$ cat config.mk
export PLATFORM = sky130hd
export DESIGN_NAME = dut_mem_arbiter_flat
export DESIGN_NICKNAME = d
export VERILOG_FILES = /design/src/rtl/dut_mem_arbiter_if.sv /design/src/rtl/dut_mem_arbiter.sv /design/src/flat_wrapper.sv
export SDC_FILE = /design/constraint.sdc
export NUM_CORES = 1
export LEC_CHECK = 0
export CELL_PAD_IN_SITES_DETAIL_PLACEMENT = 1
export CELL_PAD_IN_SITES_GLOBAL_PLACEMENT = 2
export CORE_MARGIN = 2
export CORE_UTILIZATION = 19
export DETAILED_ROUTE_END_ITERATION = 7
export HOLD_SLACK_MARGIN = 0.03
export PLACE_DENSITY = 0.82
export SETUP_SLACK_MARGIN = 0.4
export SLEW_MARGIN = 30
export SYNTH_ARGS = -nofsm -noshare
export SYNTH_HDL_FRONTEND = slang
export SYNTH_SLANG_ARGS = --single-unit
$ cat constraint.sdc
create_clock -name clk -period 1.35 [get_ports clk]
set_input_delay 0.27 -clock clk [delete_from_list [all_inputs] [get_ports clk]]
set_output_delay 0.27 -clock clk [all_outputs]
set_load 0.05 [all_outputs]
$ cat src/rtl/dut_mem_arbiter_if.sv
// Requester and memory-side signal bundle for the two-port memory arbiter.
// slave is the arbiter's view; master is the view of the requesters plus the memory.
interface dut_mem_arbiter_if #(
  parameter int ADDR_WIDTH = 8,
  parameter int DATA_WIDTH = 16
);
  logic                  req0;
  logic                  req1;
  logic                  wr_rd0;
  logic                  wr_rd1;
  logic [ADDR_WIDTH-1:0] addr0;
  logic [ADDR_WIDTH-1:0] addr1;
  logic [DATA_WIDTH-1:0] wdata0;
  logic [DATA_WIDTH-1:0] wdata1;
  logic                  gnt0;
  logic                  gnt1;
  logic                  rvalid0;
  logic                  rvalid1;
  logic [DATA_WIDTH-1:0] rdata0;
  logic [DATA_WIDTH-1:0] rdata1;
  logic                  mem_sel;
  logic                  mem_wr_rd;
  logic [ADDR_WIDTH-1:0] mem_addr;
  logic [DATA_WIDTH-1:0] mem_wdata;
  logic [DATA_WIDTH-1:0] mem_rdata;
  logic                  mem_ready;
  logic                  busy;

  modport slave (
    input  req0, req1, wr_rd0, wr_rd1, addr0, addr1, wdata0, wdata1,
    input  mem_rdata, mem_ready,
    output gnt0, gnt1, rvalid0, rvalid1, rdata0, rdata1,
    output mem_sel, mem_wr_rd, mem_addr, mem_wdata, busy
  );

  modport master (
    output req0, req1, wr_rd0, wr_rd1, addr0, addr1, wdata0, wdata1,
    output mem_rdata, mem_ready,
    input  gnt0, gnt1, rvalid0, rvalid1, rdata0, rdata1,
    input  mem_sel, mem_wr_rd, mem_addr, mem_wdata, busy
  );
endinterface

$ cat src/rtl/dut_mem_arbiter.sv
// Round-robin arbiter giving two requesters a single-outstanding memory port; grant one cycle after
// an idle request, read data four cycles after it; mem_ready low stalls ISSUE with grant and command held.
module dut_mem_arbiter #(
  parameter int ADDR_WIDTH = 8,
  parameter int DATA_WIDTH = 16
) (
  input  logic             clk,
  input  logic             reset,
  dut_mem_arbiter_if.slave bus
);

  typedef enum logic [1:0] {
    IDLE  = 2'd0,
    ISSUE = 2'd1,
    RD_W1 = 2'd2,
    RD_W2 = 2'd3
  } state_t;

  state_t                state_q, state_d;
  logic                  ptr_q, ptr_d;
  logic                  owner_q, owner_d;
  logic                  gnt0_q, gnt0_d;
  logic                  gnt1_q, gnt1_d;
  logic                  rvalid0_q, rvalid0_d;
  logic                  rvalid1_q, rvalid1_d;
  logic [DATA_WIDTH-1:0] rdata0_q, rdata0_d;
  logic [DATA_WIDTH-1:0] rdata1_q, rdata1_d;
  logic                  mem_sel_q, mem_sel_d;
  logic                  mem_wr_rd_q, mem_wr_rd_d;
  logic [ADDR_WIDTH-1:0] mem_addr_q, mem_addr_d;
  logic [DATA_WIDTH-1:0] mem_wdata_q, mem_wdata_d;
  logic                  busy_q, busy_d;

  logic                  any_req;
  logic                  win;
  logic                  win_wr_rd;
  logic [ADDR_WIDTH-1:0] win_addr;
  logic [DATA_WIDTH-1:0] win_wdata;

  // A lone requester wins outright; the pointer only breaks ties.
  always_comb begin
    any_req = bus.req0 | bus.req1;
    win     = bus.req1;
    if (bus.req0 && bus.req1) begin
      win = ptr_q;
    end
    win_wr_rd = win ? bus.wr_rd1 : bus.wr_rd0;
    win_addr  = win ? bus.addr1  : bus.addr0;
    win_wdata = win ? bus.wdata1 : bus.wdata0;
  end

  always_comb begin
    state_d     = state_q;
    ptr_d       = ptr_q;
    owner_d     = owner_q;
    gnt0_d      = gnt0_q;
    gnt1_d      = gnt1_q;
    rvalid0_d   = 1'b0;
    rvalid1_d   = 1'b0;
    rdata0_d    = rdata0_q;
    rdata1_d    = rdata1_q;
    mem_sel_d   = mem_sel_q;
    mem_wr_rd_d = mem_wr_rd_q;
    mem_addr_d  = mem_addr_q;
    mem_wdata_d = mem_wdata_q;

    case (state_q)
      IDLE: begin
        if (any_req) begin
          state_d     = ISSUE;
          owner_d     = win;
          ptr_d       = ~win;
          gnt0_d      = ~win;
          gnt1_d      = win;
          mem_sel_d   = 1'b1;
          mem_wr_rd_d = win_wr_rd;
          mem_addr_d  = win_addr;
          mem_wdata_d = win_wdata;
        end
      end
      ISSUE: begin
        // Without mem_ready every registered output simply holds.
        if (bus.mem_ready) begin
          gnt0_d    = 1'b0;
          gnt1_d    = 1'b0;
          mem_sel_d = 1'b0;
          state_d   = mem_wr_rd_q ? IDLE : RD_W1;
        end
      end
      RD_W1: begin
        state_d = RD_W2;
      end
      RD_W2: begin
        state_d = IDLE;
        if (owner_q) begin
          rdata1_d  = bus.mem_rdata;
          rvalid1_d = 1'b1;
        end else begin
          rdata0_d  = bus.mem_rdata;
          rvalid0_d = 1'b1;
        end
      end
      default: begin
        state_d = IDLE;
      end
    endcase

    busy_d = (state_d != IDLE);
  end

  always_ff @(posedge clk) begin
    if (reset) begin
      state_q     <= IDLE;
      ptr_q       <= 1'b0;
      owner_q     <= 1'b0;
      gnt0_q      <= 1'b0;
      gnt1_q      <= 1'b0;
      rvalid0_q   <= 1'b0;
      rvalid1_q   <= 1'b0;
      rdata0_q    <= '0;
      rdata1_q    <= '0;
      mem_sel_q   <= 1'b0;
      mem_wr_rd_q <= 1'b0;
      mem_addr_q  <= '0;
      mem_wdata_q <= '0;
      busy_q      <= 1'b0;
    end else begin
      state_q     <= state_d;
      ptr_q       <= ptr_d;
      owner_q     <= owner_d;
      gnt0_q      <= gnt0_d;
      gnt1_q      <= gnt1_d;
      rvalid0_q   <= rvalid0_d;
      rvalid1_q   <= rvalid1_d;
      rdata0_q    <= rdata0_d;
      rdata1_q    <= rdata1_d;
      mem_sel_q   <= mem_sel_d;
      mem_wr_rd_q <= mem_wr_rd_d;
      mem_addr_q  <= mem_addr_d;
      mem_wdata_q <= mem_wdata_d;
      busy_q      <= busy_d;
    end
  end

  assign bus.gnt0      = gnt0_q;
  assign bus.gnt1      = gnt1_q;
  assign bus.rvalid0   = rvalid0_q;
  assign bus.rvalid1   = rvalid1_q;
  assign bus.rdata0    = rdata0_q;
  assign bus.rdata1    = rdata1_q;
  assign bus.mem_sel   = mem_sel_q;
  assign bus.mem_wr_rd = mem_wr_rd_q;
  assign bus.mem_addr  = mem_addr_q;
  assign bus.mem_wdata = mem_wdata_q;
  assign bus.busy      = busy_q;

  a_gnt_onehot: assert property (@(posedge clk) disable iff (reset) !(gnt0_q && gnt1_q));
  a_rvalid_onehot: assert property (@(posedge clk) disable iff (reset) !(rvalid0_q && rvalid1_q));
  a_sel_in_issue: assert property (@(posedge clk) disable iff (reset) mem_sel_q == (state_q == ISSUE));

endmodule

$ cat src/flat_wrapper.sv
// flat-port wrapper written by rule: the top's interface ports become plain ports
module dut_mem_arbiter_flat 
#(
  parameter int ADDR_WIDTH = 8,
  parameter int DATA_WIDTH = 16
)
  (clk, reset, bus_req0, bus_req1, bus_wr_rd0, bus_wr_rd1, bus_addr0, bus_addr1, bus_wdata0, bus_wdata1, bus_mem_rdata, bus_mem_ready, bus_gnt0, bus_gnt1, bus_rvalid0, bus_rvalid1, bus_rdata0, bus_rdata1, bus_mem_sel, bus_mem_wr_rd, bus_mem_addr, bus_mem_wdata, bus_busy);
  dut_mem_arbiter_if #(.ADDR_WIDTH(ADDR_WIDTH), .DATA_WIDTH(DATA_WIDTH)) bus_i ();
  input  logic clk;
  input  logic reset;
  input wire logic [$bits(bus_i.req0)-1:0] bus_req0;
  input wire logic [$bits(bus_i.req1)-1:0] bus_req1;
  input wire logic [$bits(bus_i.wr_rd0)-1:0] bus_wr_rd0;
  input wire logic [$bits(bus_i.wr_rd1)-1:0] bus_wr_rd1;
  input wire logic [$bits(bus_i.addr0)-1:0] bus_addr0;
  input wire logic [$bits(bus_i.addr1)-1:0] bus_addr1;
  input wire logic [$bits(bus_i.wdata0)-1:0] bus_wdata0;
  input wire logic [$bits(bus_i.wdata1)-1:0] bus_wdata1;
  input wire logic [$bits(bus_i.mem_rdata)-1:0] bus_mem_rdata;
  input wire logic [$bits(bus_i.mem_ready)-1:0] bus_mem_ready;
  output wire logic [$bits(bus_i.gnt0)-1:0] bus_gnt0;
  output wire logic [$bits(bus_i.gnt1)-1:0] bus_gnt1;
  output wire logic [$bits(bus_i.rvalid0)-1:0] bus_rvalid0;
  output wire logic [$bits(bus_i.rvalid1)-1:0] bus_rvalid1;
  output wire logic [$bits(bus_i.rdata0)-1:0] bus_rdata0;
  output wire logic [$bits(bus_i.rdata1)-1:0] bus_rdata1;
  output wire logic [$bits(bus_i.mem_sel)-1:0] bus_mem_sel;
  output wire logic [$bits(bus_i.mem_wr_rd)-1:0] bus_mem_wr_rd;
  output wire logic [$bits(bus_i.mem_addr)-1:0] bus_mem_addr;
  output wire logic [$bits(bus_i.mem_wdata)-1:0] bus_mem_wdata;
  output wire logic [$bits(bus_i.busy)-1:0] bus_busy;
  assign bus_i.req0 = bus_req0;
  assign bus_i.req1 = bus_req1;
  assign bus_i.wr_rd0 = bus_wr_rd0;
  assign bus_i.wr_rd1 = bus_wr_rd1;
  assign bus_i.addr0 = bus_addr0;
  assign bus_i.addr1 = bus_addr1;
  assign bus_i.wdata0 = bus_wdata0;
  assign bus_i.wdata1 = bus_wdata1;
  assign bus_i.mem_rdata = bus_mem_rdata;
  assign bus_i.mem_ready = bus_mem_ready;
  assign bus_gnt0 = bus_i.gnt0;
  assign bus_gnt1 = bus_i.gnt1;
  assign bus_rvalid0 = bus_i.rvalid0;
  assign bus_rvalid1 = bus_i.rvalid1;
  assign bus_rdata0 = bus_i.rdata0;
  assign bus_rdata1 = bus_i.rdata1;
  assign bus_mem_sel = bus_i.mem_sel;
  assign bus_mem_wr_rd = bus_i.mem_wr_rd;
  assign bus_mem_addr = bus_i.mem_addr;
  assign bus_mem_wdata = bus_i.mem_wdata;
  assign bus_busy = bus_i.busy;
  dut_mem_arbiter #(.ADDR_WIDTH(ADDR_WIDTH), .DATA_WIDTH(DATA_WIDTH)) u_core (.clk(clk), .reset(reset), .bus(bus_i));
endmodule
# == After elaboration in Yosys (flattened, before gate mapping) ==
# Cells that the tools add are included.
# classes
eq_ne,5
mux,17
n_bitwise,4
n_reduce_logical,9
# ops
operator,count
$mux W16,1
$mux W1,8
$mux W8,1
$pmux W2 S4,1
$mux W2,3
$pmux W1 S2,3
$reduce_and A2 Y1,3
$eq A2 B2 Y1 const B,2
$reduce_bool A2 Y1,2
$not A1 Y1,3
$reduce_and A3 Y1,1
$eq A2 B1 Y1 const B,1
$logic_not A2 Y1,1
$ne A2 B1 Y1 const B,1
$ne A2 B2 Y1 const B,1
$reduce_or A2 Y1,1
$logic_and A1 B1 Y1,1
$or A1 B1 Y1,1
# word_totals
reg_bits,67
in_bits,71

# == Longest topological paths before layout ==
# depth
ltp_word,5
mapped_depth,6

# == Worst setup path before layout ==
# OpenSTA, ideal clock, no wires.
# synth_path
kind,register to register
startpoint,register u_core.state_q[0]
endpoint,"register u_core.gnt0_q, in the netlist u_core.bus.gnt0"
setup_ns,0.132
arrival_ns,1.137
slack_ns,0.081
path_stages_with_launch,7
path_buffers,3
period_less_slack_ns,1.269
path_cell_list,dfxtp_1 buf_6 or2_1 buf_6 buf_6 o211ai_1 a21oi_1
# synth_via
elab_chain_len,3
elab_cells_between_ends,7
classes_between,eq/ne: 3; mux: 1; reduce/logical: 3
# synth_lines
element,line,text
from (decl),dut_mem_arbiter.sv:19,"state_t state_q, state_d;"
from (signal assigned),dut_mem_arbiter.sv:128,state_q <= state_d;
$eq A2 B1 Y1 or $logic_not A2 Y1 (tied branches),dut_mem_arbiter.sv:67,case (state_q)
$ne A2 B2 Y1 (no line) (tied with other cells),--,
$reduce_and A3 Y1 (no line),--,
to (signal assigned),dut_mem_arbiter.sv:131,gnt0_q <= gnt0_d;
to (decl),dut_mem_arbiter.sv:22,"logic gnt0_q, gnt0_d;"
# Several ways; a longest one is shown, not always the timed one.
# A chain may end at the register's enable or synchronous reset.

# == Worst setup path after layout ==
# layout_path
startpoint,register u_core.state_q[1]
endpoint,"register u_core.mem_wdata_q[0], in the netlist u_core.bus.mem_wdata[0]"
# layout_via
elab_chain_len,2
# layout_lines
element,line,text
$logic_not A2 Y1,dut_mem_arbiter.sv:67,
$reduce_and A2 Y1 (no line),--,
to (signal assigned),dut_mem_arbiter.sv:140,mem_wdata_q <= mem_wdata_d;
to (decl),dut_mem_arbiter.sv:31,"logic [DATA_WIDTH-1:0] mem_wdata_q, mem_wdata_d;"
# No other way between the ends.

==> metrics.txt <==
first-pass GRT wire length=18,540 um; startpoint types=flop; register area=1446 um^2; clock power share=0.343; Switch Pwr=1.875 mW; CTS Sinks=67; antenna cells=0; Final min period=1.242 ns; Initial Util=0.1949; total power=6.277 mW; clk_lat worst skew=0.33 ns; max-slew violations=0; normalized max-slew margin=0.7760; synthesized area=2716 um^2; worst min-delay path class=in -> reg; Leak=2.129 nW; Seq pwr share=0.358; Final Hold Viols=0; fin util=0.4214; register bit total from synthesis=67; critical path endpoint category=flop; crit path kind=reg -> reg; CP max FO=15; area of the multi-input gates=1274 um^2; Routed WL=11,920 um; maximum clock rate=805.0 MHz; DRC viols=0; Syn Area/Cell=8.157 um^2; Netlist cell types=24; nets=564; wire per inst=17.63 um; maxcap violations=0; CTS tree=built; vias in the first global route=3,446; Pwr per Cell Area=1069 nW/um^2; Total GRT Usage=0.1584; clock buffer depth=2; Synth Instances=333; initial antenna violation count=0; vias=3,209; FP Rows=43; GP Congestion=0.7073; Synth Net Count=404; I/O pin total=134; power share of the combinational group=0.299; initial DRC count=135; CTS Buf Count=9; Port Buffers=133; DP HPWL=7349 um; CP arrival=1.49 ns; Hold-fix buffers, CTS=0; first drt pass iteration count=4; Synth-to-Final Area Change=116.2%; outcome=finished clean; hold slack=0.4159 ns; RSZ-0062 raised after global routing=yes; vias per cell=4.747; ANT nets after route=0; area of the die=15,270 um^2; Synth warnings=0; CTS Root Cell=clkbuf_16; largest net degree at the start of global routing=68; Final Setup Violations=0; global route overflow=0; Core Footprint=13,930 um^2; Die Height=123.6 um; fin crit share=0.9201; CTS clk-pin slew, worst paths=0.06 ns; Die Width=123.6 um; Tightest Pin Transition=0.3359 ns; maximum vdd ir drop=0.5372 mV; # fillers=1,525; H-tree depth=3; Fin Clk Skew=0.007016 ns; internal power=4.402 mW; Net Sw Frac=0.2987; worst path required time=1.59 ns; share of cells above drive strength 1=0.4435; Seq/Total Area, Yosys=0.4938
[state kept, by name, indices dropped and copies added (netlist names)]
| signal | cells |
|---|---|
| u_core.bus.mem_sel | 1 |
| u_core.bus.mem_addr | 8 |
| u_core.bus.mem_wr_rd | 1 |
| u_core.bus.gnt1 | 1 |
| u_core.bus.rvalid0 | 1 |
| u_core.bus.mem_wdata | 16 |
| u_core.owner_q | 1 |
| u_core.state_q | 2 |
| u_core.ptr_q | 1 |
| u_core.bus.gnt0 | 1 |
| u_core.bus.rdata0 | 16 |
| u_core.bus.rvalid1 | 1 |
| u_core.bus.rdata1 | 16 |
| u_core.bus.busy | 1 |
[cells in the mapped netlist]
master    count  area (um^2)
a21oi_1      37        185.2
a31oi_1      27        168.9
and3_1        1        6.260
and3b_1       1        8.760
buf_1         4        15.01
buf_2        15        75.07
buf_4         1        7.510
buf_6         3        33.78
clkbuf_1     11        41.29
clkbuf_2      3        15.01
dfxtp_1      67         1341
nand2_1      67        251.5
nand2b_1      2        12.51
nand3_1       3        15.01
nand3b_1      3        22.52
nand4_1      50        312.8
nor2_1        4        15.01
nor2_4        1        11.26
o211ai_1      2        15.01
o21a_1        1        7.510
o21ai_0      22        110.1
o21ai_1       6        30.03
or2_1         1        6.260
or3b_2        1        8.760
[area by class of cell]
class / count / share of cell area
well taps: 180 / 0.03836
clock inverters: 2 / 0.002131
flip-flops and latches: 67 / 0.2463
multi-input cells: 229 / 0.2169
repair buffers: 186 / 0.4526
clock buffers: 12 / 0.04368
[metrics by stage]
| step | setup slack (ns) | std cells | TNS [ns] | area, um^2 |
|---|---|---|---|---|
| after floorplan | 0.1086 | 333 | 0 | 2763 |
| after global placement | -0.1393 | 630 | -3.587 | 4985 |
| after detailed placement | -0.2508 | 630 | -6.005 | 4985 |
| after CTS | 0.1305 | 665 | 0 | 5705 |
| after global routing | 0.03197 | 676 | 0 | 5872 |
| final | 0.1078 | 676 | 0 | 5872 |
[per-layer routing]
metal | wire length (um) | share of wire | track usage
met1 | 4826 | 0.40 | 0.1799
met2 | 5843 | 0.49 | 0.2689
met3 | 1024 | 0.086 | 0.06227
met4 | 224 | 0.019 | 0.05753
met5 | 0 | 0 | 0
[critical path: stages, from the launching register on]
cell and delay, ns:
dfxtp_4 0.34, buf_6 0.12, nor2_4 0.11, buf_4 0.16
buf_16 0.14, nand4_1 0.09, a31oi_1 0.19
[final timing paths]
kind	startpoint	end	slack [ns]	depth (start not counted)
worst max-delay path	u_core.state_q[1]	u_core.bus.mem_wdata[0]	0.11	6
worst min-delay path	reset	u_core.bus.mem_wdata[4]	0.42	3
worst max register to register	u_core.state_q[1]	u_core.bus.mem_wdata[0]	0.11	6
worst min register to register	u_core.bus.rdata1[6]	u_core.bus.rdata1[6]	0.47	2
[cell usage in the layout (no fill, tap or decap), drive strengths merged, types with 5 or more instances in the layout]
master and count:
nand2 67, dfxtp 67, buf 115, clkbuf 14, a21oi 37, nand4 50, nor2 5, o21ai 28
a31oi 27, clkdlybuf4s50 67
[repair_timing]
item | CTS | global route
setup buffers | 15 | 9
resized for setup | 123 | 16
gates cloned | 6 | 2
pin swaps | 18 | 23
endpoints found under the setup margin | 130 | 130
[kinds of logic after synthesis]
kind of cell	synth area share
AOI/OAI and AO/OA	0.1902
and+or+nand+nor	0.2469
buffers and inverters	0.06909
DFF	0.4938
[power groups by stage]
stage | registers, mW | clock network, mW | logic, mW
after global routing | 2.26 | 2.31 | 1.97
after floorplan | 2.55 | 0 | 0.442
final | 2.25 | 2.15 | 1.88
after detailed placement | 2.27 | 0 | 1.62
after CTS | 2.25 | 2.20 | 1.80
after global placement | 2.26 | 0 | 1.60
No activity file was read; power rests on OpenSTA's default activity.
